==> src/rtl/sap_cpu_core.sv <==
// sap_cpu_core: multi-cycle 8-bit accumulator CPU with internal muxing
// instead of a tri-state bus. It has a flop register-file RAM, flag-driven
// conditional jumps, a valid/ready input port, a pulsed output port, halt/start
// run control and a program-load port that is active while halted.
//
// Optional feature macro: SAP_CPU_COND_JUMP_EN
//   defined   : JC/JZ load PC from the operand when cf/zf is set.
//   undefined : opcodes 7/8 execute as NOP. Flags are still computed.
//
// Ports:
//   clk, rst              rising-edge clock, synchronous active-high reset
//   start                 leave HALT and fetch at the current PC
//   prog_we/addr/data     program write into memory, honoured only while halted
//   in_data, in_valid     input port (consumed by IN)
//   in_ready              combinational: IN instruction waiting in EXEC1
//   out_data, out_valid   output register and its one-cycle update pulse
//   halted                core is in HALT
//   cf, zf                carry / zero flags
//   pc                    program counter (debug)
module sap_cpu_core #(
  parameter int unsigned DATA_W = 8,
  parameter int unsigned ADDR_W = 4
) (
  input  logic              clk,
  input  logic              rst,
  input  logic              start,
  input  logic              prog_we,
  input  logic [ADDR_W-1:0] prog_addr,
  input  logic [DATA_W-1:0] prog_data,
  input  logic [DATA_W-1:0] in_data,
  input  logic              in_valid,
  output logic              in_ready,
  output logic [DATA_W-1:0] out_data,
  output logic              out_valid,
  output logic              halted,
  output logic              cf,
  output logic              zf,
  output logic [ADDR_W-1:0] pc
);

  localparam int unsigned DEPTH = 1 << ADDR_W;
  localparam int unsigned SUM_W = DATA_W + 1;

  localparam logic [3:0] OP_LDA = 4'h1;
  localparam logic [3:0] OP_ADD = 4'h2;
  localparam logic [3:0] OP_SUB = 4'h3;
  localparam logic [3:0] OP_STA = 4'h4;
  localparam logic [3:0] OP_LDI = 4'h5;
  localparam logic [3:0] OP_JMP = 4'h6;
  localparam logic [3:0] OP_JC  = 4'h7;
  localparam logic [3:0] OP_JZ  = 4'h8;
  localparam logic [3:0] OP_IN  = 4'h9;
  localparam logic [3:0] OP_OUT = 4'hE;
  localparam logic [3:0] OP_HLT = 4'hF;

  typedef enum logic [2:0] {
    S_HALT,
    S_FETCH,
    S_DECODE,
    S_EXEC1,
    S_EXEC2
  } state_t;

  state_t            r_state;
  logic [ADDR_W-1:0] r_pc;
  logic [ADDR_W-1:0] r_mar;
  logic [DATA_W-1:0] r_ir;
  logic [DATA_W-1:0] r_a;
  logic [DATA_W-1:0] r_out;
  logic              r_out_valid;
  logic              r_cf;
  logic              r_zf;
  logic [DATA_W-1:0] r_mem [DEPTH];

  logic [3:0]        w_opcode;
  logic [ADDR_W-1:0] w_operand;
  logic [DATA_W-1:0] w_imm;
  logic [DATA_W-1:0] w_mem_rd;
  logic [DATA_W-1:0] w_alu_b;
  logic [SUM_W-1:0]  w_sum;
  logic              w_is_sub;
  logic              w_jc_take;
  logic              w_jz_take;
  logic              w_mem_we;
  logic [ADDR_W-1:0] w_mem_waddr;
  logic [DATA_W-1:0] w_mem_wdata;

  assign w_opcode  = r_ir[DATA_W-1 -: 4];
  assign w_operand = r_ir[ADDR_W-1:0];
  assign w_imm     = DATA_W'(w_operand);
  assign w_mem_rd  = r_mem[r_mar];

  // Shared adder: SUB is A + ~mem + 1, so carry out means "no borrow".
  assign w_is_sub = (w_opcode == OP_SUB);
  assign w_alu_b  = w_is_sub ? ~w_mem_rd : w_mem_rd;
  assign w_sum    = SUM_W'(r_a) + SUM_W'(w_alu_b) + SUM_W'(w_is_sub);

`ifdef SAP_CPU_COND_JUMP_EN
  assign w_jc_take = r_cf;
  assign w_jz_take = r_zf;
`else
  assign w_jc_take = 1'b0;
  assign w_jz_take = 1'b0;
`endif

  // Single write port: program load while halted, STA in EXEC2; reset blocks both.
  assign w_mem_we    = !rst && (((r_state == S_HALT) && prog_we) ||
                                ((r_state == S_EXEC2) && (w_opcode == OP_STA)));
  assign w_mem_waddr = (r_state == S_HALT) ? prog_addr : r_mar;
  assign w_mem_wdata = (r_state == S_HALT) ? prog_data : r_a;

  // Memory contents survive reset.
  always_ff @(posedge clk) begin
    if (w_mem_we) begin
      r_mem[w_mem_waddr] <= w_mem_wdata;
    end
  end

  // Control FSM and datapath registers. The B latch of the bus-based original
  // is not kept: the ALU takes its operand straight from memory and B has no reader.
  always_ff @(posedge clk) begin
    if (rst) begin
      r_state     <= S_HALT;
      r_pc        <= '0;
      r_mar       <= '0;
      r_ir        <= '0;
      r_a         <= '0;
      r_out       <= '0;
      r_out_valid <= 1'b0;
      r_cf        <= 1'b0;
      r_zf        <= 1'b0;
    end else begin
      r_out_valid <= 1'b0;
      case (r_state)
        S_HALT: begin
          if (start) r_state <= S_FETCH;
        end
        S_FETCH: begin
          r_mar   <= r_pc;
          r_state <= S_DECODE;
        end
        S_DECODE: begin
          r_ir    <= w_mem_rd;
          r_pc    <= r_pc + ADDR_W'(1);
          r_state <= S_EXEC1;
        end
        S_EXEC1: begin
          r_state <= S_FETCH;
          case (w_opcode)
            OP_LDA, OP_ADD, OP_SUB, OP_STA: begin
              r_mar   <= w_operand;
              r_state <= S_EXEC2;
            end
            OP_LDI: r_a <= w_imm;
            OP_JMP: r_pc <= w_operand;
            OP_JC:  if (w_jc_take) r_pc <= w_operand;
            OP_JZ:  if (w_jz_take) r_pc <= w_operand;
            OP_IN: begin
              if (in_valid) r_a <= in_data;
              else          r_state <= S_EXEC1;
            end
            OP_OUT: begin
              r_out       <= r_a;
              r_out_valid <= 1'b1;
            end
            OP_HLT: r_state <= S_HALT;
            default: ;
          endcase
        end
        S_EXEC2: begin
          r_state <= S_FETCH;
          case (w_opcode)
            OP_LDA: r_a <= w_mem_rd;
            OP_ADD, OP_SUB: begin
              r_a  <= w_sum[DATA_W-1:0];
              r_cf <= w_sum[DATA_W];
              r_zf <= (w_sum[DATA_W-1:0] == '0);
            end
            default: ;
          endcase
        end
        default: r_state <= S_HALT;
      endcase
    end
  end

  assign in_ready  = (r_state == S_EXEC1) && (w_opcode == OP_IN);
  assign out_data  = r_out;
  assign out_valid = r_out_valid;
  assign halted    = (r_state == S_HALT);
  assign cf        = r_cf;
  assign zf        = r_zf;
  assign pc        = r_pc;

endmodule
==> config.mk <==
export PLATFORM = sky130hd
export DESIGN_NAME = sap_cpu_core
export DESIGN_NICKNAME = d
export VERILOG_FILES = /design/src/rtl/sap_cpu_core.sv
export SDC_FILE = /design/constraint.sdc
export NUM_CORES = 1
export LEC_CHECK = 0
export CAP_MARGIN = 5
export CORE_UTILIZATION = 55
export CTS_CLUSTER_DIAMETER = 50
export DETAILED_ROUTE_END_ITERATION = 7
export GPL_ROUTABILITY_DRIVEN = 0
export PLACE_DENSITY_LB_ADDON = 0.15
export SLEW_MARGIN = 20
export SYNTH_ARGS = -nofsm -noshare
export SYNTH_HDL_FRONTEND = slang
export SYNTH_SLANG_ARGS = --single-unit
==> constraint.sdc <==
create_clock -name clk -period 4.6 [get_ports clk]
set_input_delay 0.69 -clock clk [delete_from_list [all_inputs] [get_ports clk]]
set_output_delay 0.69 -clock clk [all_outputs]
set_load 0.02 [all_outputs]
==> Word level (Yosys, flattened, before mapping) <==
Memories as Yosys holds them, arrays and structs flattened. A register that Yosys moved wholly into a read port is not among the register bits.
Cells that the tools add are included.
{ "classes": {"n_bitwise": 2, "n_addsub": 3, "n_eq_ne": 19, "n_reduce_logical": 19, "mux": 20} }
{ "ops": {"columns": ["cell", "n"], "rows": [
  ["case mux 8 bit (2 select lines)", 3],
  ["2-to-1 mux 8 bit", 3],
  ["2-to-1 mux 4 bit", 5],
  ["case mux 4 bit (2 select lines)", 2],
  ["case mux 3 bit (5 select lines)", 1],
  ["equality test 4 x 3 -> 1 bit (second input constant)", 3],
  ["equality test 4 bit (second input constant)", 3],
  ["adder 8 x 8 -> 9 bit", 1],
  ["adder 9 x 1 -> 9 bit", 1],
  ["case mux 3 bit (3 select lines)", 1],
  ["equality test 4 x 2 -> 1 bit (second input constant)", 2],
  ["zero test 8 bit", 1],
  ["NOT 8 bit", 1],
  ["AND reduction 2 bit", 4],
  ["equality test 3 x 2 -> 1 bit (second input constant)", 2],
  ["inequality test 3 x 1 -> 1 bit (second input constant)", 2],
  ["nonzero test 2 bit", 3],
  ["adder 4 x 1 -> 4 bit (second input constant)", 1],
  ["equality test 4 x 1 -> 1 bit (second input constant)", 1],
  ["logical AND 1 bit", 4],
  ["inequality test 2 x 1 -> 1 bit (second input constant)", 2],
  ["AND reduction 4 bit", 1],
  ["OR reduction 2 bit", 2],
  ["OR reduction 4 bit", 1],
  ["other kinds (11)", 13]
]} }
{ "totals": {"output_inout_bits": 17, "memories": 1, "ff_bits": 38, "ram_bits": 128, "wordCells": 73} }
{ "memory_table": {"columns": ["memory", "words", "word_bits", "read_ports", "rd_ports_with_merged_regs", "wr", "line", "rtl"], "rows": [
  ["r_mem", 16, 8, 1, 1, 1, "73", "logic [DATA_W-1:0] r_mem [DEPTH];"]
]} }

==> Logic depth before layout (Yosys ltp) <==
Gate-level depths: netlist of run 1.
{ "depth": {"word_depth": 6, "mapped_depth": 14} }

==> Worst setup path before layout of run 1 <==
Ideal clock, no wire load.
{ "synth_path": {"kind": "register -> register", "from": "register with a tool-made name", "to": "register r_zf, in the netlist zf", "t_arrival_ns": 4.040, "path_stages_with_launch": 15, "synth_period_minus_slack_ns": 4.099, "path_slack_ns": 0.501, "cell_sequence": "dfxtp_1 -> buf_1 -> buf_2 -> mux4_2 -> mux4_2 -> xnor2_1 -> ha_1 -> o21ai_1 -> nand2b_1 -> a21oi_1 -> and4_1 -> o31ai_1 -> xor2_1 -> or4_1 -> nand2_1"} }
{ "synth_rtl": {"columns": ["item", "line", "rtl"], "rows": [
  ["end signal: assignment", "177", "r_zf <= (w_sum[DATA_W-1:0] == '0);"],
  ["end: declaration", "72", "logic r_zf;"]
]} }

==> results of run 1 <==
## through the flow
step / power (mW) / cells / util [%]
4_1_cts: 3.38 / 774 / 65.2
3_3_place_gp: 2.00 / 742 / 60.9
3_5_place_dp: 2.01 / 742 / 60.9
5_1_grt: 3.46 / 774 / 65.3
6_report: 3.36 / 774 / 65.3
2_1_floorplan: 1.92 / 544 / -
## report_power, final
part	switching (mW)	internal, mW
Clock	0.618	0.757
Combinational	0.169	0.0961
Sequential	0.0221	1.70
Total	0.809	2.55
## Yosys cell counts (all sizes together) (3+ instances only)
cell type / count
a211oi: 5
a21o: 5
a21oi: 33
a22oi: 3
a311oi: 4
a31oi: 8
and3: 4
buf: 9
clkbuf: 19
dfxtp: 42
edfxtp: 128
ha: 8
inv: 9
mux2i: 13
mux4: 40
nand2: 79
nand2b: 5
nand3: 8
nor2: 49
nor3: 9
nor3b: 9
o21ai: 18
xnor2: 13
## cells in the final DEF, fill, tap and decap left out, types with 4 or more instances in the layout
cell type	synthesis	final
edfxtp_1	128	128
nand2_1	78	78
nor2_1	49	49
dfxtp_1	42	41
clkdlybuf4s50_1	0	41
mux4_2	39	39
a21oi_1	33	33
clkbuf_16	0	17
xnor2_1	13	13
o21ai_1	13	13
mux2i_1	12	12
nor3_1	9	9
nor3b_1	8	8
a31oi_1	8	8
nand3_1	8	8
ha_1	8	8
buf_4	0	8
inv_1	7	7
nand2b_1	5	5
a21o_1	5	5
o21ai_0	5	5
a211oi_1	5	5
clkinvlp_4	0	5
a311oi_1	4	4
and3_1	4	4
## sequential cells by signal, indices dropped and copies added (netlist names), named ones only
register / flops
pc: 4
out_data: 8
out_valid: 1
zf: 1
r_mem: 128
cf: 1
r_mar: 4
r_state: 3
r_a: 8
r_ir: 8
## path summary, 6_finish.rpt
| path | start | end | slack (ps) | cells after the start |
|---|---|---|---|---|
| max | flop | zf | 650 | 12 |
| min | out_data[0] | out_data[0] | 490 | 2 |
| max reg2reg | flop | zf | 650 | 12 |
| min reg2reg | out_data[0] | out_data[0] | 490 | 2 |
## area by class of cell
cell class                      instances  area share, %
Tap cell                              176           2.56
Clock buffer                           18           4.99
Clock inverter                         14           1.58
Inverter                                9          0.392
Timing Repair Buffer                   50           5.70
Sequential cell                       170           54.4
Multi-Input combinational cell        337           30.3
## critical path: stages, from the launching register on
cell and delay [ps]:
dfxtp_1 620, mux4_1 660, mux4_2 550, mux2i_4 230
fa_1 420, a21o_1 180, a21oi_1 220, o21bai_1 90
a21oi_1 210, xnor2_1 160, nand3_1 80, or4_1 400
nand2_1 80
## routing by layer
| metal | track usage (%) | up-vias | wire length [um] |
|---|---|---|---|
| met5 | 0 | - | 0 |
| met3 | 5.50 | 27 | 931 |
| met2 | 43.6 | 200 | 8630 |
| li1 | - | 2144 | - |
| met1 | 34.9 | 2306 | 7180 |
| met4 | 10.6 | 0 | 349 |
## cells by family (layout without fill, tap and decap cells)
logic type               Yosys count  in the layout  share of synthesized area (%)
AND/OR/NAND/NOR                  174            174                           10.4
flip-flops                       170            170                           63.0
AO/OA/AOI/OAI                     85             85                           7.00
multiplexers                      55             55                           14.4
buffers and inverters             37             91                           2.00
XOR/XNOR                          14             14                           1.65
adder cells (fa/ha/maj)            9              9                           1.62
==> flow_metrics.env, run 1 <==
export IMPL_grt_antenna_before_repair=0
export IMPL_grt_pass1_wl_um=26700
export IMPL_grt_usage_pct=26.6
export IMPL_drtAntennaViolNets=0
export IMPL_nets=619
export IMPL_dr_pass1_iters=5
export IMPL_root_buffer="clkbuf_16"
export IMPL_synth_area_leaders="edfxtp_1 (52%), mux4_2 (12%), dfxtp_1 (11%), nand2_1 (3.9%), nor2_1 (2.5%)"
export IMPL_placeableCoreArea_um2=13200
export IMPL_multiInputGateArea_um2=2610
export IMPL_final_fill_count=974
export IMPL_grt_max_degree=42
export IMPL_postLayoutCellArea_um2=8610
export IMPL_seq_area_um2=4690
export IMPL_end_kind="flop"
export IMPL_netlist_area_leader_share_pct=51.7
export IMPL_cts_resized=0
export IMPL_powerDensity_nw_per_um2=390
export IMPL_postCtsHoldBufs=0
export IMPL_area_delta_synth_final_pct=15.7
export IMPL_synth_edff_count=128
export IMPL_synthDistinctLibCells=52
export IMPL_start_util_pct=56.4
export IMPL_clkLatencyLatePin_ps=430
export IMPL_wl_per_cell_um=22.1
export IMPL_cts_max_path_buffers=2
export IMPL_cts_sinks=170
export IMPL_diodes=0
export IMPL_syn_instance_count=544
export IMPL_htree_levels=4
export IMPL_min_period_ps=3950
export IMPL_die_area_um2=14000
export IMPL_numCtsBuffers=17
export IMPL_tightest_slew_ps=1070
export IMPL_ir_drop_v=0.000356
export IMPL_hold_path_class="reg -> reg"
export IMPL_leakage_nw=2.84
export IMPL_finalCritPeriodShare_pct=85.9
export IMPL_synth_area_um2=7440
export IMPL_pre_cts_slack_ps=690
export IMPL_ioPinCount=42
export IMPL_vias=4677
export IMPL_yosysWarnings=0
export IMPL_cp_max_fo=8
export IMPL_grt_pass1_vias=4560
export IMPL_io_buffer_count=41
export IMPL_grt_overflow_total=0
export IMPL_ys_seq_elements=170
export IMPL_maxCapViolCount=0
export IMPL_cp_arrival_ps=4320
export IMPL_clkTransAtPathRegs_ps=70
export IMPL_final_hold_viol_count=0
export IMPL_hpwl_um=10900
export IMPL_setup_ws_ps=648
export IMPL_post_route_drc_count=0
export IMPL_avgSynthCellArea_um2=13.7
export IMPL_place_area_um2=8030
export IMPL_rsz0062_at_grt="no"
export IMPL_status="finished clean"
export IMPL_routed_wirelength_um=17100
export IMPL_async_flop_share_pct=0
export IMPL_cp_data_required_time_ps=4970
export IMPL_drive_gt1_share_pct=14.9
export IMPL_synth_nets=578
export IMPL_cts_setup_buffers=0
export IMPL_vias_per_cell=6.04
export IMPL_fp_dieH_um=118
export IMPL_row_count=42
export IMPL_synth_area_leader_cell="edfxtp_1"
export IMPL_fmax_mhz=253
export IMPL_finalSetupViolCount=0
export IMPL_drv_slew=0
export IMPL_dieWidth_um=118
export IMPL_cp_start_kind="flop"
export IMPL_drt_iter0_markers=507
export IMPL_cts_tree="yes"
export IMPL_worstSetupPathType="reg -> reg"
export IMPL_seq_area_frac_synth_pct=63.0
export IMPL_synth_flop_cell="edfxtp_1"
export IMPL_clock_skew_ps=8.83
export IMPL_holdWs_ps=491
export IMPL_tns_ps=0
export IMPL_slew_headroom_pct=28.5
No activity file was read; power rests on OpenSTA's default activity.
==> run 2: changes to the inputs <==
--- a/config.mk
+++ b/config.mk
@@ -9,7 +9,7 @@
 export CORE_UTILIZATION = 55
 export CTS_CLUSTER_DIAMETER = 50
 export DETAILED_ROUTE_END_ITERATION = 7
-export GPL_ROUTABILITY_DRIVEN = 0
+export GPL_ROUTABILITY_DRIVEN = 1
 export PLACE_DENSITY_LB_ADDON = 0.15
 export SLEW_MARGIN = 20
 export SYNTH_ARGS = -nofsm -noshare
==> run 2 against run 1 <==
  * Clock power rose by 4%
  * Via count rose by 0.24%
  * Sequential cell count did not move
  * Total power rose by 1.7%
  * Combinational power barely moved
  * Die area did not move
  * Final cell count rose by 0.26%
  * Non-clock buffer count rose by 2
  * Setup slack got worse by 100 ps
  * Global-route usage fell by 0.55 points
  * Worst hold slack got worse by 12 ps
==> flow_metrics.env, run 2 (synthesis results as in run 1) <==
export IMPL_start_util_pct=56.4
export IMPL_hpwl_um=11100
export IMPL_tns_ps=0
export IMPL_io_buffer_count=41
export IMPL_clock_skew_ps=8.05
export IMPL_cp_max_fo=19
export IMPL_postCtsHoldBufs=0
export IMPL_area_delta_synth_final_pct=16.3
export IMPL_cp_start_kind="flop"
export IMPL_vias_per_cell=6.04
export IMPL_numCtsBuffers=17
export IMPL_pre_cts_slack_ps=567
export IMPL_reg2reg_depth=13
export IMPL_fp_dieH_um=118
export IMPL_leakage_nw=2.87
export IMPL_grt_overflow_total=0
export IMPL_drtAntennaViolNets=0
export IMPL_ir_drop_v=0.000414
export IMPL_drv_slew=0
export IMPL_cp_data_required_time_ps=4980
export IMPL_post_route_drc_count=0
export IMPL_critPathMaxStageDelay_ps=760
export IMPL_root_buffer="clkbuf_16"
export IMPL_cp_slowest_cell="dfxtp_2"
export IMPL_drive_gt1_share_pct=15.2
export IMPL_end_kind="flop"
export IMPL_grt_usage_pct=26.0
export IMPL_cts_resized=0
export IMPL_cts_sinks=170
export IMPL_tightest_slew_ps=1090
export IMPL_row_count=42
export IMPL_clkLatencyLatePin_ps=440
export IMPL_grt_pass1_vias=4522
export IMPL_dr_pass1_iters=5
export IMPL_status="finished clean"
export IMPL_dieWidth_um=118
export IMPL_place_area_um2=8050
export IMPL_gp_congestion=0.902
export IMPL_rsz0062_at_grt="no"
export IMPL_cts_setup_buffers=0
export IMPL_holdWs_ps=479
export IMPL_fmax_mhz=247
export IMPL_cts_max_path_buffers=2
export IMPL_slew_headroom_pct=27.4
export IMPL_cp_arrival_ps=4440
export IMPL_placeableCoreArea_um2=13200
export IMPL_finalCritPeriodShare_pct=88.2
export IMPL_drt_iter0_markers=497
export IMPL_regMostFlops="r_mem"
export IMPL_largest_reg_flops=128
export IMPL_maxCapViolCount=0
export IMPL_grt_max_degree=42
export IMPL_routed_wirelength_um=16900
export IMPL_setup_ws_ps=545
export IMPL_htree_levels=4
export IMPL_grt_antenna_before_repair=0
export IMPL_wl_per_cell_um=21.8
export IMPL_finalNonFillerCells=776
export IMPL_finalSetupViolCount=0
export IMPL_hold_depth=2
export IMPL_postLayoutCellArea_um2=8650
export IMPL_p_total_mw=3.41
export IMPL_min_period_ps=4060
export IMPL_clkTransAtPathRegs_ps=60
export IMPL_final_hold_viol_count=0
export IMPL_vias=4688
export IMPL_final_common_cell="edfxtp_1"
export IMPL_cts_tree="yes"
export IMPL_layout_common_cells="edfxtp_1 (128), nand2_1 (78), nor2_1 (48)"
export IMPL_worstSetupPathType="reg -> reg"
export IMPL_nets=621
export IMPL_powerDensity_nw_per_um2=395
export IMPL_hold_path_class="reg -> reg"
export IMPL_numPlacedInstances=744
export IMPL_crit_top_cell="mux4_2"
export IMPL_die_area_um2=14000
export IMPL_worstPathCellList="buf_12, mux4_2, mux4_2, xnor2_1, ha_1, o21ai_1, nand2b_1, a21oi_1, and4_1, o31ai_1, xor2_1, or4_1, nand2_1"
export IMPL_ioPinCount=42
export IMPL_final_util_pct=65.6
export IMPL_diodes=0
export IMPL_grt_pass1_wl_um=26000
-- run 2: cell types whose count changed in the layout (fill, tap and decap cells not counted) --
cell        before  now
clkinvlp_4       5    1
buf_4            8   10
nor2_2           0    1
clkbuf_1         1    2
clkinv_2         1    0
clkinv_4         0    3
nor2_1          49   48
bufinv_16        1    2
-- run 2: power by group --
| group | total (mW) | switching, mW | internal (mW) |
|---|---|---|---|
| Clock | 1.43 | 0.615 | 0.815 |
| Sequential | 1.72 | 0.0249 | 1.70 |
| Combinational | 0.262 | 0.165 | 0.0968 |
-- run 2: final timing paths --
| path | from | to | slack (ps) |
|---|---|---|---|
| setup reg to reg | flop | zf | 540 |
| hold / removal | zf | zf | 480 |
| setup / recovery | flop | zf | 540 |
| hold reg to reg | zf | zf | 480 |
-- run 2: per-layer routing --
layer | vias to the layer above | global-route usage (%) | share of wire [%]
met2 | 163 | 41.5 | 49
met3 | 36 | 6.71 | 6.5
met4 | 0 | 10.7 | 2.6
met5 | - | 0 | 0
li1 | 2148 | - | -
met1 | 2341 | 34.1 | 42
-- run 2: cell type report --
type,count,area (um^2)
clock inverter,13,158
inverter,9,33.8
clock buffer,19,433
multi-input combinational,337,2610
timing repair buffer,52,505
fill,950,4540
tap,176,220
sequential,170,4690
-- run 2: worst max-delay path, delay by kind of cell, from the launching register on --
kind | cells | cell delay [ps]
xor gates and xnor gates | 2 | 280
buffers and inverters | 1 | 240
muxes | 2 | 1040
AOI/OAI and AO/OA | 3 | 420
and+or+nand+nor | 4 | 890
adders and majority gates | 1 | 360
DFF | 1 | 760
==> run 3: changes to the inputs <==
--- a/config.mk
+++ b/config.mk
@@ -8,8 +8,9 @@
 export CAP_MARGIN = 5
 export CORE_UTILIZATION = 55
 export CTS_CLUSTER_DIAMETER = 50
+export CTS_CLUSTER_SIZE = 16
 export DETAILED_ROUTE_END_ITERATION = 7
-export GPL_ROUTABILITY_DRIVEN = 1
+export MAX_ROUTING_LAYER = met4
 export PLACE_DENSITY_LB_ADDON = 0.15
 export SLEW_MARGIN = 20
 export SYNTH_ARGS = -nofsm -noshare
==> run 3 against run 2 <==
  * Count of clock-buffer cells in the layout up 1
  * Maximum frequency down 0.42%
  * Total power down 3.8%
  * Utilization down 0.63 points
  * Combinational power about the same
  * Critical path depth unchanged
  * Clock skew up 3.3 ps
==> flow_metrics.env, run 3 (synthesis results as in run 1) <==
export IMPL_leakage_nw=2.82
export IMPL_fp_dieH_um=118
export IMPL_hold_start="zf"
export IMPL_cp_max_fo=19
export IMPL_grt_usage_pct=26.3
export IMPL_maxCapViolCount=0
export IMPL_area_delta_synth_final_pct=15.2
export IMPL_grt_pass1_vias=4500
export IMPL_powerDensity_nw_per_um2=383
export IMPL_largest_reg_flops=128
export IMPL_numPlacedInstances=741
export IMPL_worstPathCellList="buf_12, mux4_2, mux4_2, xnor2_1, ha_1, o21ai_1, nand2b_1, a21oi_1, and4_1, o31ai_1, xor2_1, or4_1, nand2_1"
export IMPL_post_route_drc_count=0
export IMPL_ioPinCount=42
export IMPL_dr_pass1_iters=5
export IMPL_hold_path_class="reg -> reg"
export IMPL_grt_antenna_before_repair=0
export IMPL_rsz0062_at_grt="no"
export IMPL_hold_depth=2
export IMPL_postCtsHoldBufs=0
export IMPL_tightest_slew_ps=1120
export IMPL_met2_usage_pct=41.9
export IMPL_cts_max_path_buffers=2
export IMPL_finalSetupViolCount=0
export IMPL_die_area_um2=14000
export IMPL_wl_per_cell_um=21.4
export IMPL_clkTransAtPathRegs_ps=60
export IMPL_start_util_pct=56.4
export IMPL_tns_ps=0
export IMPL_ir_drop_v=0.000354
export IMPL_finalNonFillerCells=772
export IMPL_min_period_ps=4070
export IMPL_grt_max_degree=42
export IMPL_row_count=42
export IMPL_cts_tree="yes"
export IMPL_cts_resized=0
export IMPL_clkLatencyLatePin_ps=420
export IMPL_gp_congestion=0.917
export IMPL_clock_skew_ps=11.3
export IMPL_root_buffer="clkbuf_16"
export IMPL_cts_sinks=170
export IMPL_diodes=0
export IMPL_dieWidth_um=118
export IMPL_hpwl_um=11000
export IMPL_drive_gt1_share_pct=14.1
export IMPL_slew_headroom_pct=25.2
export IMPL_end_kind="flop"
export IMPL_final_hold_viol_count=0
export IMPL_nets=618
export IMPL_routed_wirelength_um=16600
export IMPL_grt_use_met3_pct=5.45
export IMPL_drv_slew=0
export IMPL_final_fill_count=958
export IMPL_numCtsBuffers=17
export IMPL_cp_data_required_time_ps=4960
export IMPL_vias=4610
export IMPL_placeableCoreArea_um2=13200
export IMPL_htree_levels=4
export IMPL_cp_slowest_cell="dfxtp_2"
export IMPL_worstSetupPathType="reg -> reg"
export IMPL_io_buffer_count=41
export IMPL_regMostFlops="r_mem"
export IMPL_cts_setup_buffers=0
export IMPL_layout_common_cells="edfxtp_1 (128), nand2_1 (78), nor2_1 (49)"
export IMPL_grt_pass1_wl_um=26000
export IMPL_vias_per_cell=5.97
export IMPL_crit_top_cell="mux4_2"
export IMPL_final_common_cell="edfxtp_1"
export IMPL_finalCritPeriodShare_pct=88.5
export IMPL_drtAntennaViolNets=0
export IMPL_fmax_mhz=246
export IMPL_critPathMaxStageDelay_ps=770
export IMPL_drt_iter0_markers=529
export IMPL_reg2reg_depth=13
export IMPL_status="finished clean"
export IMPL_cp_start_kind="flop"
export IMPL_top_usage_layer="met2"
export IMPL_gr_usage_met1_pct=34.2
export IMPL_cp_arrival_ps=4430
export IMPL_grt_overflow_total=0
==> run 3: changes by cell type in the layout (fill, tap and decap cells not counted), sizes merged <==
cell and delta:
inv -3, clkinvlp +3, clkbuf +1, bufinv -1, buf -3, clkinv -1
==> run 3: layer usage <==
layer	part of all wire (%)	vias to the layer above
li1	-	2141
met1	43	2292
met2	50	157
met3	5.7	20
met4	1.7	0
met5	0	-
==> run 3: per-stage QoR <==
step           instance area (um^2)  hold slack, ps  setup slack [ps]  total power [mW]  utilization (%)
2_1_floorplan                  7440             449               501              1.92                -
3_3_place_gp                   8030             468               573              2.00             60.9
3_5_place_dp                   8030             476               489              2.01             60.9
4_1_cts                        8560             484               488              3.30             64.9
5_1_grt                        8570             524               257              3.39             64.9
6_report                       8570             486               527              3.28             64.9
==> run 3: power breakdown <==
group | switching [mW] | total [mW] | internal (mW)
sequential | 0.0234 | 1.72 | 1.70
combinational | 0.166 | 0.261 | 0.0958
clock | 0.563 | 1.30 | 0.740
==> run 3: worst max-delay path: cells and delay by family (launching register included) <==
kind / cells / cell delay (ps)
AOI/OAI and AO/OA: 3 / 410
xor gates and xnor gates: 2 / 290
adders and majority gates: 1 / 360
buffers and inverters: 1 / 250
DFF: 1 / 770
muxes: 2 / 1040
and+or+nand+nor: 4 / 890
==> run 3: final cells by class <==
type,count,area (um^2),share of cell area (%)
flip-flops and latches,170,4690,54.7
multi-input cells,337,2610,30.5
repair buffers,49,483,5.64
clock buffers,20,437,5.10
well taps,176,220,2.57
clock inverters,11,96.3,1.12
inverters,9,33.8,0.394
==> run 3: path summary, 6_finish.rpt <==
check	to	slack [ps]
worst min register to register	zf	490
worst max-delay path	zf	530
worst max register to register	zf	530
worst min-delay path	zf	490
==> variant: new RTL, settings of run 3 <==
`ADDR_W`: 4 -> 3.
--- a/src/rtl/sap_cpu_core.sv
+++ b/src/rtl/sap_cpu_core.sv
@@ -20,5 +20,5 @@
 module sap_cpu_core #(
   parameter int unsigned DATA_W = 8,
-  parameter int unsigned ADDR_W = 4
+  parameter int unsigned ADDR_W = 3
 ) (
   input  logic              clk,
Interface: changed (resized pc and prog_addr); port bits go from 42 to 40. The function was not compared with the original's and may differ.
==> variant against run 3 <==
Highest routed layer unchanged. Maximum frequency grew 3.1%. Synthesized area shrank 34%. Routed wire length shrank 33%. Power shrank 43%. Non-clock buffer count grew 5. Critical endpoint is now r_a[5]$_SDFFE_PP0P_. Final area shrank 34%. Sequential cell count shrank 68. Worst setup slack gained 0.12 ns.
==> variant: results (changes against run 3) <==
Power and ir drop
  – VDD IR max: 0.275 mV (-22%)
  – P_leak: 1.90 nW (-33%)

Timing
  – Clock skew: 0.0157 ns (+0.00437 ns)

Detailed routing
  – WL per Instance: 20.1 microns (-6.2%)
  – Met2 Routed Length: 5610 microns (-32%)
  – Drt initial violations: 202 (-62%)
  – Met3 WL: 572 microns (-39%)
  – Via density: 6.21 (+4.0%)

Global routing
  – GR met3 Demand/Resource: 0.0477 (-0.00681)
  – Number of global-route vias before repair: 3,211 (-29%)
  – First-pass GRT wire length: 17,100 microns (-34%)
  – GR Layer Usage met2: 0.433 (+0.0145)
  – Met1 usage: 0.341 (-0.000731)

Clock network
  – CTS clk-pin slew, worst paths: 0.12 ns (+0.06 ns)
  – CTS root buffer: clkbuf_8
  – Number of H-tree levels: 3 (-1)

Synth
  – Largest cells by area after synthesis: edfxtp_1, dfxtp_1, mux4_2, mux2i_1, nor2_1
  – Sequential share of the synthesized area: 0.547 (-0.0825)
  – Syn_nets: 431 (-25%)
  – Yosys cell types: 60 (+15%)
  – Synth top area share: 0.392 (-0.125)

Worst setup path
  – Slowest CP cell: dfxtp_1
  – Critical Path Max Stage Delay: 0.66 ns (-0.11 ns)
  – Crit path max-delay family: compound AO/OA/AOI/OAI gates
  – R2R setup slack: 0.65 ns (+0.12 ns)

Cells and area
  – Largest register FFs: 64 (-50%)
  – Fillers: 689 (-28%)
  – Fin nets: 471 (-24%)

Run status
  – Status: finished, final reports clean

Place
  – # port buffers: 39 (-4.9%)
-- variant: cell types whose count changed after synthesis, sizes merged, moves of 7 or more --
cell	delta
nand2	-53
mux2i	+9
mux2	+8
nor2	-7
a21oi	-18
edfxtp	-64
mux4	-24
-- variant: cells by family after synthesis --
kind of cell,count (synthesis),synth area share
AND/OR/NAND/NOR,117,0.123
flip-flops,102,0.547
AO/OA/AOI/OAI,78,0.110
multiplexers,48,0.146
buffers and inverters,32,0.0278
XOR/XNOR,12,0.0214
adder cells (fa/ha/maj),9,0.0245
-- variant: layout make-up --
cell class	instances	area, sq um	share of cell area
clock buffer	9	124	0.0219
timing repair buffer	54	503	0.0890
clock inverter	7	88.8	0.0157
inverter	7	26.3	0.00465
multi-input combinational	264	2090	0.370
tap	108	135	0.0239
sequential	102	2680	0.475
-- variant: worst reg2reg max path, stage by stage, from the launching register on --
cell and delay (ns):
dfxtp_1 0.66, buf_4 0.26, mux4_2 0.50, mux2i_1 0.30, xnor2_1 0.22, ha_1 0.30
and3_1 0.20, a221oi_1 0.59, a211oi_1 0.19, nor4_2 0.38, a21oi_1 0.11, nor3_1 0.17
-- variant: through the flow --
step                worst slack (ns)  std cells  total power [mW]  hold WS [ns]  cell area (sq um)
floorplan                       1.17        398              1.22         0.445               4900
global placement               0.827        535              1.30         0.472               5440
detailed placement             0.721        535              1.31         0.483               5440
CTS                            0.644        551              1.90         0.512               5650
global route                   0.395        551              1.96         0.536               5650
finish                         0.651        551              1.89         0.507               5650
-- variant: where the power goes --
part	leakage (nW)	switching [mW]	internal, mW
Clock	0.109	0.368	0.228
Combinational	0.896	0.143	0.110
Sequential	0.892	0.0300	1.01
